<file path="src/rtl/tile_scheduler.sv">
// ---------------------------------------------------------------------------
// tile_scheduler
//
// Sequences one convolution layer as a series of systolic tiles. A tile is
// one output-row segment of SYSTOLIC_SIZE pixels times one group of
// SYSTOLIC_SIZE filters. Loop order, outermost first: filter_grp, tile_row,
// col_seg. For each tile the block pulses tile_start, waits for tile_done,
// and holds registered base addresses for the ifm/wgt/ofm address
// controllers. Bases are kept as running sums, so no multipliers are needed.
//
// Ports
//   clk          rising-edge clock
//   rst_n        synchronous active-low reset
//   layer_start  one-cycle request to run a layer (ignored while busy)
//   abort        synchronous abort; returns to idle with cleared state
//   tile_done    done pulse from main_controller (honoured only in WAIT)
//   tile_start   one-cycle start pulse to main_controller
//   ifm_base     ifm element offset of the current tile
//   wgt_base     wgt line offset of the current tile
//   ofm_base     ofm element offset of the current tile
//   filter_grp   current filter-group index
//   tile_row     current output-row index
//   col_seg      current column-segment index
//   busy         high while a layer is in progress
//   layer_done   one-cycle pulse after the last tile completes
// ---------------------------------------------------------------------------
module tile_scheduler #(
    parameter int SYSTOLIC_SIZE  = 16,
    parameter int OFM_SIZE       = 32,
    parameter int IFM_SIZE       = 34,
    parameter int IFM_CHANNEL    = 3,
    parameter int KERNEL_SIZE    = 3,
    parameter int NO_FILTER      = 32,
    parameter int IFM_ADDR_WIDTH = 19,
    parameter int WGT_ADDR_WIDTH = 9,
    parameter int OFM_ADDR_WIDTH = 22,
    localparam int NCS  = OFM_SIZE / SYSTOLIC_SIZE,
    localparam int NFG  = NO_FILTER / SYSTOLIC_SIZE,
    localparam int FG_W = (NFG > 1) ? $clog2(NFG) : 1,
    localparam int TR_W = (OFM_SIZE > 1) ? $clog2(OFM_SIZE) : 1,
    localparam int CS_W = (NCS > 1) ? $clog2(NCS) : 1
) (
    input  logic                      clk,
    input  logic                      rst_n,
    input  logic                      layer_start,
    input  logic                      abort,
    input  logic                      tile_done,
    output logic                      tile_start,
    output logic [IFM_ADDR_WIDTH-1:0] ifm_base,
    output logic [WGT_ADDR_WIDTH-1:0] wgt_base,
    output logic [OFM_ADDR_WIDTH-1:0] ofm_base,
    output logic [FG_W-1:0]           filter_grp,
    output logic [TR_W-1:0]           tile_row,
    output logic [CS_W-1:0]           col_seg,
    output logic                      busy,
    output logic                      layer_done
);

    // Address increments for each loop level, pre-truncated to port width.
    localparam logic [IFM_ADDR_WIDTH-1:0] IFM_SEG_STEP = IFM_ADDR_WIDTH'(SYSTOLIC_SIZE);
    localparam logic [IFM_ADDR_WIDTH-1:0] IFM_ROW_STEP = IFM_ADDR_WIDTH'(IFM_SIZE);
    localparam logic [OFM_ADDR_WIDTH-1:0] OFM_SEG_STEP = OFM_ADDR_WIDTH'(SYSTOLIC_SIZE);
    localparam logic [OFM_ADDR_WIDTH-1:0] OFM_ROW_STEP = OFM_ADDR_WIDTH'(OFM_SIZE);
    localparam logic [OFM_ADDR_WIDTH-1:0] OFM_GRP_STEP =
        OFM_ADDR_WIDTH'(SYSTOLIC_SIZE * OFM_SIZE * OFM_SIZE);
    localparam logic [WGT_ADDR_WIDTH-1:0] WGT_GRP_STEP =
        WGT_ADDR_WIDTH'(KERNEL_SIZE * KERNEL_SIZE * IFM_CHANNEL);

    localparam logic [FG_W-1:0] FG_LAST = FG_W'(NFG - 1);
    localparam logic [TR_W-1:0] TR_LAST = TR_W'(OFM_SIZE - 1);
    localparam logic [CS_W-1:0] CS_LAST = CS_W'(NCS - 1);

    typedef enum logic [2:0] {
        S_IDLE,
        S_ISSUE,
        S_WAIT,
        S_ADVANCE,
        S_FINISH
    } state_t;

    state_t state_reg;

    // Running sums at the start of the current row:
    //   ifm_row_reg = tile_row*IFM_SIZE
    //   ofm_grp_reg = filter_grp*SYSTOLIC_SIZE*OFM_SIZE^2
    //   ofm_row_reg = ofm_grp_reg + tile_row*OFM_SIZE
    logic [IFM_ADDR_WIDTH-1:0] ifm_row_reg;
    logic [OFM_ADDR_WIDTH-1:0] ofm_grp_reg;
    logic [OFM_ADDR_WIDTH-1:0] ofm_row_reg;

    logic kill;        // reset or abort of an active layer
    logic accept;      // layer_start honoured this cycle
    logic clear_all;   // zero all counters and bases
    logic last_tile;
    logic step_tile;   // move to the next tile

    assign kill      = !rst_n || (abort && (state_reg != S_IDLE));
    assign accept    = (state_reg == S_IDLE) && layer_start && !abort;
    assign clear_all = kill || accept;
    assign last_tile = (filter_grp == FG_LAST) && (tile_row == TR_LAST) && (col_seg == CS_LAST);
    assign step_tile = (state_reg == S_ADVANCE) && !last_tile;

    // Control FSM with registered outputs.
    always_ff @(posedge clk) begin
        if (kill) begin
            state_reg  <= S_IDLE;
            tile_start <= 1'b0;
            layer_done <= 1'b0;
            busy       <= 1'b0;
        end else begin
            tile_start <= 1'b0;
            layer_done <= 1'b0;
            case (state_reg)
                S_IDLE: begin
                    if (accept) begin
                        state_reg  <= S_ISSUE;
                        tile_start <= 1'b1;
                        busy       <= 1'b1;
                    end
                end
                S_ISSUE: state_reg <= S_WAIT;
                S_WAIT: begin
                    if (tile_done) begin
                        state_reg <= S_ADVANCE;
                    end
                end
                S_ADVANCE: begin
                    if (last_tile) begin
                        state_reg  <= S_FINISH;
                        layer_done <= 1'b1;
                    end else begin
                        state_reg  <= S_ISSUE;
                        tile_start <= 1'b1;
                    end
                end
                S_FINISH: begin
                    state_reg <= S_IDLE;
                    busy      <= 1'b0;
                end
                default: begin
                    state_reg <= S_IDLE;
                    busy      <= 1'b0;
                end
            endcase
        end
    end

    // Loop counters and base-address accumulators. The carry chain runs
    // col_seg -> tile_row -> filter_grp; each level reloads the bases from
    // the running sum of the level above it.
    always_ff @(posedge clk) begin
        if (clear_all) begin
            filter_grp  <= '0;
            tile_row    <= '0;
            col_seg     <= '0;
            ifm_base    <= '0;
            wgt_base    <= '0;
            ofm_base    <= '0;
            ifm_row_reg <= '0;
            ofm_grp_reg <= '0;
            ofm_row_reg <= '0;
        end else if (step_tile) begin
            if (col_seg != CS_LAST) begin
                col_seg  <= col_seg + CS_W'(1);
                ifm_base <= ifm_base + IFM_SEG_STEP;
                ofm_base <= ofm_base + OFM_SEG_STEP;
            end else if (tile_row != TR_LAST) begin
                col_seg     <= '0;
                tile_row    <= tile_row + TR_W'(1);
                ifm_row_reg <= ifm_row_reg + IFM_ROW_STEP;
                ifm_base    <= ifm_row_reg + IFM_ROW_STEP;
                ofm_row_reg <= ofm_row_reg + OFM_ROW_STEP;
                ofm_base    <= ofm_row_reg + OFM_ROW_STEP;
            end else begin
                col_seg     <= '0;
                tile_row    <= '0;
                filter_grp  <= filter_grp + FG_W'(1);
                wgt_base    <= wgt_base + WGT_GRP_STEP;
                ifm_row_reg <= '0;
                ifm_base    <= '0;
                ofm_grp_reg <= ofm_grp_reg + OFM_GRP_STEP;
                ofm_row_reg <= ofm_grp_reg + OFM_GRP_STEP;
                ofm_base    <= ofm_grp_reg + OFM_GRP_STEP;
            end
        end
    end

endmodule

</file>
<file path="config.mk">
export PLATFORM = sky130hd
export DESIGN_NAME = tile_scheduler
export DESIGN_NICKNAME = d
export VERILOG_FILES = /design/src/rtl/tile_scheduler.sv
export SDC_FILE = /design/constraint.sdc
export NUM_CORES = 1
export LEC_CHECK = 0
export ABC_CLOCK_PERIOD_IN_PS = 7700
export CORE_ASPECT_RATIO = 1.4
export CORE_UTILIZATION = 50
export CTS_CLUSTER_DIAMETER = 40
export DETAILED_ROUTE_END_ITERATION = 8
export GPL_TIMING_DRIVEN = 0
export HOLD_SLACK_MARGIN = 0.06
export PLACE_DENSITY = 0.78
export SLEW_MARGIN = 20
export SYNTH_ARGS = -nofsm -noshare
export SYNTH_HDL_FRONTEND = slang
export SYNTH_SLANG_ARGS = --single-unit
</file>
<file path="constraint.sdc">
create_clock -name clk -period 7.7 [get_ports clk]
set_clock_uncertainty 0.1 [all_clocks]
set_input_delay 1.155 -clock clk [delete_from_list [all_inputs] [get_ports clk]]
set_output_delay 1.155 -clock clk [all_outputs]
set_load 0.05 [all_outputs]
</file>
==> key figures, run 1 <==
Pwr
  • Leak pwr: about 2.4 nW
  • Sequential Power Share: 0.508
  • Power spent charging and discharging nets: 251 uW
  • Post-layout power: 1.15 mW
  • Worst vdd rail ir drop: 0.142 mV
  • Sw frac: 0.219
  • Relative contribution of the clock network to total power: 0.456
  • Int Power: 894 uW
  • Power Density: 171 nW/um^2
  • Combinational Power Share: 0.036

Yosys
  • Post-synthesis sequential area ratio: 0.404
  • Number of instances in the synthesized netlist: 660
  • Post-Synth Adder-Cell Area: 0.0180
  • Ys Warns: 0
  • Synth Cell Area: 5550 um^2
  • Mux share of post-synthesis cell area: 0.0110
  • Xor/xnor share of the synthesized area: 0.104
  • Count of distinct cell types in the synthesized netlist: 62
  • Number of synthesized register bits: 112
  • Compound-gate portion of the synthesized area: 0.152
  • Most used DFF post-synth: sky130_fd_sc_hd__dfxtp_1
  • Mean instance size in the synthesized netlist: 8.42 um^2
  • Share of synthesized flip-flops with an asynchronous set or reset: 0
  • Main combinational cell family by area after synthesis: simple AND/OR/NAND/NOR gates
  • Post-synthesis share of cell area spent on and, or, nand and nor gates: 0.271
  • Post-synth EDFFs: 0
  • Net count after synthesis: 673

Timing
  • RSZ-0062 raised after global routing: no
  • Post-Route Setup TNS: 0 ns
  • Max Transition Viols Final: 0
  • Transition time of the tightest slew-check pin: 0.844 ns
  • Number of hold violations in the final report: 0
  • Setup violators final: 0
  • Fmax: 0.305 GHz
  • Minimum period implied by the final worst setup slack: 3.28 ns
  • Final critical-path share of the clock period: 0.426
  • Worst-case headroom to the max-slew limit: 0.433

CTS
  • CTS hold repair buffers: 0
  • CTS H-Tree Depth: 3
  • Clock Tree Root: sky130_fd_sc_hd__clkbuf_16
  • Buffers from clock root to sink, at most: 2
  • Post-CTS setup-driven buffer insertion count: 0
  • Number of clock sinks: 112
  • Register clock-pin slew on the reported worst setup and hold paths: around 0.080 ns
  • Number of buffers inserted during clock tree synthesis: 9
  • Number of gates resized after CTS: 0
  • CTS tree: built
  • Clock insertion delay at the later pin of the skew report: 0.36 ns

Cells and area
  • Number of inserted diodes: 0
  • Fraction of final layout cells sized beyond drive strength 1: 0.0784
  • Fillers: a little under 1000
  • Leading cell type in the layout, fill and taps excluded: sky130_fd_sc_hd__dfxtp_1
  • Commonest non-fill, non-tap cells in the layout: 112 x sky130_fd_sc_hd__dfxtp_1, 66 x sky130_fd_sc_hd__nor2_1, 64 x sky130_fd_sc_hd__clkdlybuf4s50_1
  • Number of nets in the layout: ~750
  • Signed area change from the synthesized netlist to the final layout: 20.7%

Critical path
  • Biggest fanout along the worst timing path: 10
  • Endpoint required time on the critical path: 7.81 ns
  • Classification of the worst setup path: input pin to register
  • Nature of the critical path endpoint: register
  • Sort of element at the start of the critical path: input pin
  • Data arrival time at the worst-slack endpoint: around 3.4 ns

Placed design
  • Final weighted congestion of routability-driven global placement: 0.931
  • HPWL after detailed placement: between 10000 and 15000 um
  • Count of buffers inserted at the top-level ports: between 60 and 70

Drt
  • Count of antenna-violating nets left after detailed routing: 0
  • First-pass detailed-route iteration total: 7
  • Routed vias: about 5200
  • Total Routed Length: 15800 um
  • Number of violations reported at the end of detailed-routing iteration 0: 277
  • Count of unresolved DRC violations after routing: 0
  • Vias per cell: 5.93
  • Drt wl/cell: 17.9 um

Flow run
  • Max cap viols: 0

Global route
  • Residual overflow from global routing: 0
  • First-pass GRT wire length: 25500 um
  • Initial antenna violation count: 0
  • Largest net degree at the start of global routing: 18
  • Total routing usage reported by global routing: 0.280
  • Vias in the first global route: 5182

Floorplan
  • Starting utilization of the core area: 0.514
  • Std cell rows: 45
  • Core region area: 10800 um^2
  • Die Ht: 127 um
  • Top-Level Pins: 65
  • Area of the die: between 10000 and 15000 um^2
  • Horizontal die dimension: 91.1 um

Worst hold path
  • Hold WC Path Type: register to register

Run status
  • Status: complete, no violations
[per-stage QoR]
| stage | hold slack, ns | setup WS, ns | cell area [um^2] | util | cells |
|---|---|---|---|---|---|
| floorplan | 0.330 | 4.99 | 5550 | - | 660 |
| global placement | 0.338 | 4.12 | 6370 | 0.589 | 865 |
| detailed placement | 0.349 | 4.12 | 6370 | 0.589 | 865 |
| CTS | 0.370 | 4.47 | 6700 | 0.620 | 881 |
| global route | 0.388 | 4.32 | 6700 | 0.620 | 881 |
| finish | 0.361 | 4.42 | 6700 | 0.620 | 881 |
[cells in the mapped netlist (2+ instances only)]
cell type	instances	area, um^2
sky130_fd_sc_hd__o21ai_0	26	130
sky130_fd_sc_hd__buf_2	26	130
sky130_fd_sc_hd__a21oi_1	31	155
sky130_fd_sc_hd__xor2_1	38	333
sky130_fd_sc_hd__and3_1	6	37.5
sky130_fd_sc_hd__a211oi_1	8	60.1
sky130_fd_sc_hd__inv_1	12	45.0
sky130_fd_sc_hd__nor3b_1	3	22.5
sky130_fd_sc_hd__xnor2_1	28	245
sky130_fd_sc_hd__a22oi_1	4	30.0
sky130_fd_sc_hd__nand2b_1	7	43.8
sky130_fd_sc_hd__and4_1	5	43.8
sky130_fd_sc_hd__a31oi_1	10	62.6
sky130_fd_sc_hd__ha_1	8	100
sky130_fd_sc_hd__mux2i_1	5	50.1
sky130_fd_sc_hd__nand3b_1	5	37.5
sky130_fd_sc_hd__nor4_1	10	62.6
sky130_fd_sc_hd__a21o_1	9	67.6
sky130_fd_sc_hd__and2_1	13	81.3
sky130_fd_sc_hd__nand3_1	33	165
sky130_fd_sc_hd__a221oi_1	3	26.3
sky130_fd_sc_hd__or4_1	2	15.0
sky130_fd_sc_hd__o21a_1	4	30.0
sky130_fd_sc_hd__or2_2	2	12.5
sky130_fd_sc_hd__o22ai_1	13	81.3
sky130_fd_sc_hd__nor2_1	66	248
sky130_fd_sc_hd__clkbuf_1	12	45.0
sky130_fd_sc_hd__nor3_2	2	20.0
sky130_fd_sc_hd__nand4_4	2	42.5
sky130_fd_sc_hd__nor3_1	26	130
sky130_fd_sc_hd__nand2_1	60	225
sky130_fd_sc_hd__o31ai_1	3	22.5
sky130_fd_sc_hd__nor2b_1	3	18.8
sky130_fd_sc_hd__a22o_1	7	61.3
sky130_fd_sc_hd__dfxtp_1	112	2240
sky130_fd_sc_hd__or3_1	11	68.8
sky130_fd_sc_hd__nand4_1	20	125
[cell families after synthesis]
| group | after synthesis |
|---|---|
| fa+ha+maj | 8 |
| buf+inv | 51 |
| mux | 6 |
| xor+xnor | 66 |
| compound gates | 131 |
| simple gates | 286 |
| flops | 112 |
[per-layer routing]
layer / routed length (um) / vias up / GRT usage
li1: - / 2505 / -
met1: 6370 / 2509 / 0.309
met2: 8150 / 168 / 0.505
met3: 669 / 42 / 0.0438
met4: 567 / 0 / 0.164
met5: 0 / - / 0
[critical path: stages]
cell                              delay (ns)
sky130_fd_sc_hd__clkdlybuf4s50_1        0.45
sky130_fd_sc_hd__nand2b_1               0.18
sky130_fd_sc_hd__o211ai_1               0.48
sky130_fd_sc_hd__buf_2                  0.37
sky130_fd_sc_hd__clkbuf_1               0.59
sky130_fd_sc_hd__nor3_1                 0.16
[path summary, 6_finish.rpt]
| check | start | endpoint | cells after the start | slack [ns] |
|---|---|---|---|---|
| setup / recovery | abort | ifm_row_reg[11] | 6 | 4.42 |
| hold / removal | ifm_base[1] | ifm_base[1] | 2 | 0.36 |
| hold reg to reg | ifm_base[1] | ifm_base[1] | 2 | 0.36 |
| setup reg to reg | tile_row[0] | ifm_base[12] | 10 | 4.69 |
[area by class of cell]
cell class,instances,area (um^2),area share
multi-input cells,497,3090,0.461
flip-flops and latches,112,2240,0.335
repair buffers,64,641,0.0956
clock buffers,11,253,0.0377
plain buffers,39,179,0.0267
well taps,141,176,0.0263
clock inverters,5,78.8,0.0118
inverters,12,45.0,0.00672
[power groups by stage]
stage               combinational (mW)  sequential (mW)  clock (mW)
floorplan                       0.0217            0.598           0
global placement                0.0400            0.595           0
detailed placement              0.0404            0.595           0
CTS                             0.0405            0.581       0.524
global route                    0.0438            0.582       0.548
finish                          0.0410            0.582       0.523
(Power assumes the default switching activity.)
==> run 2: changes to the inputs <==
--- a/config.mk
+++ b/config.mk
@@ -5,14 +5,14 @@
 export SDC_FILE = /design/constraint.sdc
 export NUM_CORES = 1
 export LEC_CHECK = 0
-export ABC_CLOCK_PERIOD_IN_PS = 7700
+export ABC_CLOCK_PERIOD_IN_PS = 2700
 export CORE_ASPECT_RATIO = 1.4
 export CORE_UTILIZATION = 50
 export CTS_CLUSTER_DIAMETER = 40
 export DETAILED_ROUTE_END_ITERATION = 8
 export GPL_TIMING_DRIVEN = 0
 export HOLD_SLACK_MARGIN = 0.06
-export PLACE_DENSITY = 0.78
+export PLACE_DENSITY = 0.8
 export SLEW_MARGIN = 20
 export SYNTH_ARGS = -nofsm -noshare
 export SYNTH_HDL_FRONTEND = slang
==> constraint.sdc (replaced) <==
create_clock -name clk -period 2.7 [get_ports clk]
set_clock_uncertainty 0.1 [all_clocks]
set_input_delay 0.405 -clock clk [delete_from_list [all_inputs] [get_ports clk]]
set_output_delay 0.405 -clock clk [all_outputs]
set_load 0.05 [all_outputs]
==> key figures, run 2 (same netlist as run 1, synthesis figures left out) <==
Pwr
  • Power spent charging and discharging nets: 725 uW (was 251 uW)
  • Power Density: 454 nW/um^2 (was 171 nW/um^2)
  • Combinational Power Share: 0.041 (was 0.036)
  • Sw frac: 0.238 (was 0.219)
  • Relative contribution of the clock network to total power: 0.414 (was 0.456)
  • Int Power: 2.32 mW (was 894 uW)
  • Post-layout power: 3.05 mW (was 1.15 mW)
  • Worst vdd rail ir drop: 0.329 mV (was 0.142 mV)
  • Sequential Power Share: 0.544 (was 0.508)
  • Leak pwr: 2.35 nW (was 2.36 nW)

Critical path
  • Capture instance of the worst register-to-register path: ifm_row_reg[5] (was ifm_base[12])
  • Nature of the critical path endpoint: register (unchanged)
  • Length in cells of the worst reg-to-reg path: 7 (was 10)
  • Register-to-Register Setup Slack: 0.07 ns (was 4.69 ns)
  • Biggest fanout along the worst timing path: 10 (unchanged)
  • Classification of the worst setup path: register to register (was input pin to register)
  • RR Startpoint: state_reg[1] (was tile_row[0])
  • Sort of element at the start of the critical path: register (was input pin)
  • Data arrival time at the worst-slack endpoint: 2.77 ns (was 3.39 ns)
  • Endpoint required time on the critical path: 2.84 ns (was 7.81 ns)

Timing
  • Setup violators final: 0 (unchanged)
  • Minimum period implied by the final worst setup slack: 2.63 ns
  • Fmax: ~0.38 GHz
  • Worst-case headroom to the max-slew limit: 0.525 (was 0.433)
  • Transition time of the tightest slew-check pin: 0.703 ns (was 0.844 ns)
  • RSZ-0062 raised after global routing: no (unchanged)
  • Number of hold violations in the final report: 0 (unchanged)
  • Final critical-path share of the clock period: 0.974
  • Post-Route Setup TNS: 0 ns (unchanged)
  • Max Transition Viols Final: 0 (unchanged)

Drt
  • Total Routed Length: 16400 um (was 15800 um)
  • Number of violations reported at the end of detailed-routing iteration 0: 418 (was 277)
  • Count of antenna-violating nets left after detailed routing: 0 (unchanged)
  • Count of unresolved DRC violations after routing: 0 (unchanged)
  • First-pass detailed-route iteration total: 5 (was 7)
  • Routed vias: 5354 (was 5224)
  • Drt wl/cell: 18.5 um (was 17.9 um)
  • Vias per cell: 6.06 (was 5.93)

Global route
  • First-pass GRT wire length: 25800 um (was 25500 um)
  • Residual overflow from global routing: 0 (unchanged)
  • Met3 demand-to-capacity share in global routing: 0.0444 (was 0.0438)
  • Vias in the first global route: 5004 (was 5182)
  • Total routing usage reported by global routing: 0.289 (was 0.280)
  • Global routing met2 resource utilization: 0.508 (was 0.505)
  • Global-route layer with the greatest usage: met2 (unchanged)
  • Largest net degree at the start of global routing: 19 (was 18)
  • Initial antenna violation count: 0 (unchanged)
  • Met1 demand-to-capacity share in global routing: 0.320 (was 0.309)

Floorplan
  • Core region area: 10800 um^2 (unchanged)
  • Area of the die: 11500 um^2 (unchanged)
  • Top-Level Pins: 65 (unchanged)
  • Std cell rows: 45 (unchanged)
  • Die Ht: 127 um (unchanged)
  • Horizontal die dimension: 91.1 um (unchanged)
  • Starting utilization of the core area: 0.514 (unchanged)

Worst hold path
  • Hold Path Cell Cnt: 2 (unchanged)
  • Hold WC Path Type: register to register (unchanged)
  • End point of the worst hold path: ifm_base[3] (was ifm_base[1])
  • Min-Delay Startpoint: ifm_base[3] (was ifm_base[1])

CTS
  • Number of buffers inserted during clock tree synthesis: 9 (unchanged)
  • CTS H-Tree Depth: 3 (unchanged)
  • Clock insertion delay at the later pin of the skew report: 0.36 ns (about the same)
  • Clock Tree Root: sky130_fd_sc_hd__clkbuf_16 (unchanged)
  • Register clock-pin slew on the reported worst setup and hold paths: 0.08 ns (about the same)
  • CTS hold repair buffers: 0 (unchanged)
  • CTS tree: built (unchanged)
  • Number of clock sinks: 112 (unchanged)
  • Buffers from clock root to sink, at most: 2 (unchanged)

Cells and area
  • Signed area change from the synthesized netlist to the final layout: 20.9% (was 20.7%)
  • Leading cell type in the layout, fill and taps excluded: sky130_fd_sc_hd__dfxtp_1 (unchanged)
  • Commonest non-fill, non-tap cells in the layout: 112 x sky130_fd_sc_hd__dfxtp_1, 64 x sky130_fd_sc_hd__clkdlybuf4s50_1, 63 x sky130_fd_sc_hd__nor2_1 (was 112 x sky130_fd_sc_hd__dfxtp_1, 66 x sky130_fd_sc_hd__nor2_1, 64 x sky130_fd_sc_hd__clkdlybuf4s50_1)
  • Number of inserted diodes: 0 (unchanged)
  • Number of nets in the layout: 750 (was 748)
  • Fraction of final layout cells sized beyond drive strength 1: 0.0943 (was 0.0784)
  • Number of non-filler instances in the completed layout: 883 (was 881)

Flow run
  • Max cap viols: 0 (unchanged)

Placed design
  • Final weighted congestion of routability-driven global placement: 0.926 (was 0.931)
  • Count of placed standard cells including taps: 865 (unchanged)
  • Count of buffers inserted at the top-level ports: 64 (unchanged)
  • HPWL after detailed placement: 12000 um (was 11400 um)

Run status
  • Status: complete, no violations (unchanged)
run 2: cell types whose count changed in the layout (fill, tap and decap cells not counted), moves of 2 or more:
cell / delta
sky130_fd_sc_hd__bufinv_16: -2
sky130_fd_sc_hd__clkbuf_1: -4
sky130_fd_sc_hd__clkinvlp_4: +2
sky130_fd_sc_hd__nor2_2: +2
sky130_fd_sc_hd__clkbuf_2: +3
sky130_fd_sc_hd__buf_4: +5
sky130_fd_sc_hd__nor2_1: -3
sky130_fd_sc_hd__clkbuf_8: -2
run 2: cell type report:
| cell class | instances | area, um^2 |
|---|---|---|
| timing repair buffer | 68 | 671 |
| fill | 975 | 4100 |
| sequential | 112 | 2240 |
| clock buffer | 10 | 229 |
| inverter | 12 | 45.0 |
| clock inverter | 6 | 45.0 |
| multi-input combinational | 497 | 3130 |
| buffer | 37 | 181 |
| tap | 141 | 176 |
run 2: worst max-delay path by stage:
stage	start	endpoint	slack [ns]	cells after the start
after floorplan	tile_row[0]	ofm_base[14]	0.02	10
after global placement	abort	ofm_grp_reg[21]	-0.15	7
after detailed placement	abort	ifm_row_reg[5]	-0.17	7
after CTS	tile_row[0]	ifm_base[6]	0.04	8
after global routing	tile_row[0]	ofm_row_reg[10]	0.008	9
final	state_reg[1]	ifm_row_reg[5]	0.07	7
run 2: through the flow:
step	setup WS [ns]	utilization	hold slack, ns	instance area [um^2]
6_report	0.0694	0.621	0.359	6720
5_1_grt	0.00826	0.621	0.391	6720
4_1_cts	0.0361	0.618	0.368	6680
3_5_place_dp	-0.167	0.590	0.346	6380
3_3_place_gp	-0.149	0.590	0.340	6380
2_1_floorplan	0.0197	-	0.330	5560
run 2: repair_timing:
item                       in CTS  in global routing
resized for setup               7                 10
gates cloned                    0                  0
pin swaps                       1                  2
setup endpoints to repair      16                 55
buffers inserted                1                  3
run 2: power by group through the flow:
stage / Combinational, mW / Sequential [mW] / Clock [mW]
4_1_cts: 0.120 / 1.66 / 1.27
3_3_place_gp: 0.116 / 1.70 / 0
5_1_grt: 0.131 / 1.66 / 1.33
6_report: 0.126 / 1.66 / 1.26
3_5_place_dp: 0.118 / 1.70 / 0
2_1_floorplan: 0.0618 / 1.70 / 0
run 2: metal layers:
layer / vias up / share of wire / wire [um]
met5: - / 0 / 0
met4: 0 / 0.054 / 888
met3: 54 / 0.051 / 838
met2: 198 / 0.51 / 8280
met1: 2578 / 0.39 / 6380
li1: 2524 / - / -
run 2: worst max-delay path: stages, from the launching register on:
cell                       delay, ns
sky130_fd_sc_hd__dfxtp_1        0.30
sky130_fd_sc_hd__buf_2          0.17
sky130_fd_sc_hd__or3_1          0.36
sky130_fd_sc_hd__o211ai_1       0.39
sky130_fd_sc_hd__buf_2          0.39
sky130_fd_sc_hd__buf_2          0.31
sky130_fd_sc_hd__buf_2          0.38
sky130_fd_sc_hd__nor2_1         0.09
==> run 3: changes to the inputs <==
--- a/config.mk
+++ b/config.mk
@@ -13,6 +13,7 @@
 export GPL_TIMING_DRIVEN = 0
 export HOLD_SLACK_MARGIN = 0.06
 export PLACE_DENSITY = 0.8
+export SETUP_SLACK_MARGIN = 0.5
 export SLEW_MARGIN = 20
 export SYNTH_ARGS = -nofsm -noshare
 export SYNTH_HDL_FRONTEND = slang
==> key figures, run 3 (same netlist as run 1, synthesis figures left out) <==
Floorplan
  • Die Ht: 127 um (unchanged)
  • Top-Level Pins: 65 (unchanged)
  • Std cell rows: 45 (unchanged)
  • Core region area: 10800 um^2 (unchanged)
  • Area of the die: 11500 um^2 (unchanged)
  • Horizontal die dimension: 91.1 um (unchanged)
  • Starting utilization of the core area: 0.514 (unchanged)

Critical path
  • Largest stage delay, worst path: 0.36 ns (was 0.39 ns)
  • Cell-by-cell trace of the critical path: ha_4 > and3_4 > ha_4 > buf_8 > nor2_2 > nand2b_1 > buf_2 > nor3_1 > a21o_1 (was buf_2 > or3_1 > o211ai_1 > buf_2 > buf_2 > buf_2 > nor2_1)
  • Endpoint required time on the critical path: 2.91 ns (was 2.84 ns)
  • Data arrival time at the worst-slack endpoint: 2.59 ns (was 2.77 ns)
  • Register-to-Register Setup Slack: 0.32 ns (was 0.07 ns)
  • Max stage delay cell, worst path: sky130_fd_sc_hd__dfxtp_4 (was sky130_fd_sc_hd__o211ai_1)
  • Classification of the worst setup path: register to register (unchanged)
  • Biggest fanout along the worst timing path: 10 (unchanged)
  • Nature of the critical path endpoint: register (unchanged)
  • Most used cell along the critical path: sky130_fd_sc_hd__ha_4 (was sky130_fd_sc_hd__buf_2)
  • Sort of element at the start of the critical path: register (unchanged)

Global route
  • Residual overflow from global routing: 0 (unchanged)
  • Met1 demand-to-capacity share in global routing: 0.311 (was 0.320)
  • First-pass GRT wire length: 26700 um (was 25800 um)
  • Global-route layer with the greatest usage: met2 (unchanged)
  • Vias in the first global route: 5409 (was 5004)
  • Global routing met2 resource utilization: 0.529 (was 0.508)
  • Largest net degree at the start of global routing: 18 (was 19)
  • Initial antenna violation count: 0 (unchanged)
  • Total routing usage reported by global routing: 0.294 (was 0.289)
  • Met3 demand-to-capacity share in global routing: 0.0468 (was 0.0444)

Placed design
  • Final weighted congestion of routability-driven global placement: 0.971 (was 0.926)
  • Count of buffers inserted at the top-level ports: 64 (unchanged)
  • Worst slack, placed: -0.123 ns (was -0.167 ns)
  • Cell area after placement: 6460 um^2 (was 6380 um^2)
  • HPWL after detailed placement: 11900 um (was 12000 um)
  • Count of placed standard cells including taps: 865 (unchanged)

Timing
  • Post-Route Setup TNS: 0 ns (unchanged)
  • RSZ-0062 raised after global routing: yes (was no)
  • Worst Slack Setup Final: 0.318 ns (was 0.0694 ns)
  • Max Transition Viols Final: 0 (unchanged)
  • Number of hold violations in the final report: 0 (unchanged)
  • Minimum period implied by the final worst setup slack: 2.38 ns (was 2.63 ns)
  • Final critical-path share of the clock period: 0.882 (was 0.974)
  • Fmax: 0.420 GHz (was 0.380 GHz)
  • Transition time of the tightest slew-check pin: 0.522 ns (was 0.703 ns)
  • Setup violators final: 0 (unchanged)
  • Worst-case headroom to the max-slew limit: 0.651 (was 0.525)

Pwr
  • Worst vdd rail ir drop: 0.291 mV (was 0.329 mV)
  • Leak pwr: 2.81 nW (was 2.35 nW)
  • Power Density: 435 nW/um^2 (was 454 nW/um^2)
  • Post-layout power: 3.27 mW (was 3.05 mW)

Cells and area
  • Number of non-filler instances in the completed layout: 920 (was 883)
  • Number of nets in the layout: 787 (was 750)
  • Signed area change from the synthesized netlist to the final layout: 35.2% (was 20.9%)
  • Post-route standard cell area excluding fillers: 7510 um^2 (was 6720 um^2)
  • Number of inserted diodes: 0 (unchanged)
  • Leading cell type in the layout, fill and taps excluded: sky130_fd_sc_hd__dfxtp_1 (unchanged)
  • Fraction of final layout cells sized beyond drive strength 1: 0.196 (was 0.0943)
  • Commonest non-fill, non-tap cells in the layout: 106 x sky130_fd_sc_hd__dfxtp_1, 59 x sky130_fd_sc_hd__nor2_1, 59 x sky130_fd_sc_hd__clkdlybuf4s50_1 (was 112 x sky130_fd_sc_hd__dfxtp_1, 64 x sky130_fd_sc_hd__clkdlybuf4s50_1, 63 x sky130_fd_sc_hd__nor2_1)

Drt
  • Vias per cell: 6.18 (was 6.06)
  • Number of violations reported at the end of detailed-routing iteration 0: 406 (was 418)
  • Count of antenna-violating nets left after detailed routing: 0 (unchanged)
  • Routed vias: 5683 (was 5354)
  • First-pass detailed-route iteration total: 5 (unchanged)
  • Total Routed Length: 17800 um (was 16400 um)
  • Drt wl/cell: 19.4 um (was 18.5 um)
  • Count of unresolved DRC violations after routing: 0 (unchanged)

Run status
  • Status: complete, no violations (unchanged)

Worst hold path
  • Hold WC Path Type: register to register (unchanged)

CTS
  • CTS hold repair buffers: 0 (unchanged)
  • Number of buffers inserted during clock tree synthesis: 9 (unchanged)
  • Clock Tree Root: sky130_fd_sc_hd__clkbuf_16 (unchanged)
  • Register clock-pin slew on the reported worst setup and hold paths: 0.07 ns (was 0.08 ns)
  • Clock insertion delay at the later pin of the skew report: 0.36 ns (about the same)
  • Buffers from clock root to sink, at most: 2 (unchanged)
  • CTS H-Tree Depth: 3 (unchanged)
  • CTS tree: built (unchanged)
  • Number of clock sinks: 112 (unchanged)

Flow run
  • Max cap viols: 0 (unchanged)
-- run 3: changes by cell type in the layout (fill, tap and decap cells not counted), moves of 5 or more --
cell and change:
sky130_fd_sc_hd__clkbuf_1 -5, sky130_fd_sc_hd__buf_2 -13, sky130_fd_sc_hd__nor3_1 -5, sky130_fd_sc_hd__clkdlybuf4s50_1 -5, sky130_fd_sc_hd__buf_4 +30, sky130_fd_sc_hd__nor3_4 +6, sky130_fd_sc_hd__buf_6 +15, sky130_fd_sc_hd__dfxtp_1 -6
-- run 3: worst paths after layout --
kind / from / depth (start not counted) / endpoint
setup / recovery: tile_row[0] / 9 / ifm_row_reg[15]
hold / removal: ifm_base[1] / 2 / ifm_base[1]
setup reg to reg: tile_row[0] / 9 / ifm_row_reg[15]
hold reg to reg: ifm_base[1] / 2 / ifm_base[1]
-- run 3: area by class of cell --
type,count,area (um^2)
Timing Repair Buffer,103,1020
Clock buffer,10,239
Buffer,39,313
Fill cell,826,3300
Inverter,12,45.0
Clock inverter,6,82.6
Sequential cell,112,2250
Multi-Input combinational cell,497,3380
Tap cell,141,176
-- run 3: metrics by stage --
| stage | hold slack (ns) | util |
|---|---|---|
| finish | 0.364 | 0.695 |
| global route | 0.391 | 0.695 |
| CTS | 0.370 | 0.662 |
| detailed placement | 0.350 | 0.598 |
| global placement | 0.343 | 0.598 |
| floorplan | 0.330 | - |
-- run 3: worst max-delay path, delay by kind of cell (launching register included) --
kind / cells / cell delay (ns)
buf+inv: 2 / 0.42
fa+ha+maj: 2 / 0.30
flops: 1 / 0.36
compound gates: 1 / 0.10
simple gates: 4 / 1.04
-- run 3: power breakdown --
part | switching [mW] | internal (mW)
clock | 0.618 | 0.834
sequential | 0.00422 | 1.65
combinational | 0.0981 | 0.0587
-- run 3: metal layers --
metal  vias up  wire length [um]
li1       2582                 -
met4         0              1040
met5         -                 0
met1      2732              6550
met3        89              1010
met2       280              9210
-- run 3: timing repair --
| action | 4_1_cts | 5_1_grt |
|---|---|---|
| cloned | 0 | 2 |
| setup buffers | 20 | 17 |
| pin swaps | 20 | 14 |
| resized for setup | 67 | 46 |
| setup endpoints to repair | 107 | 99 |
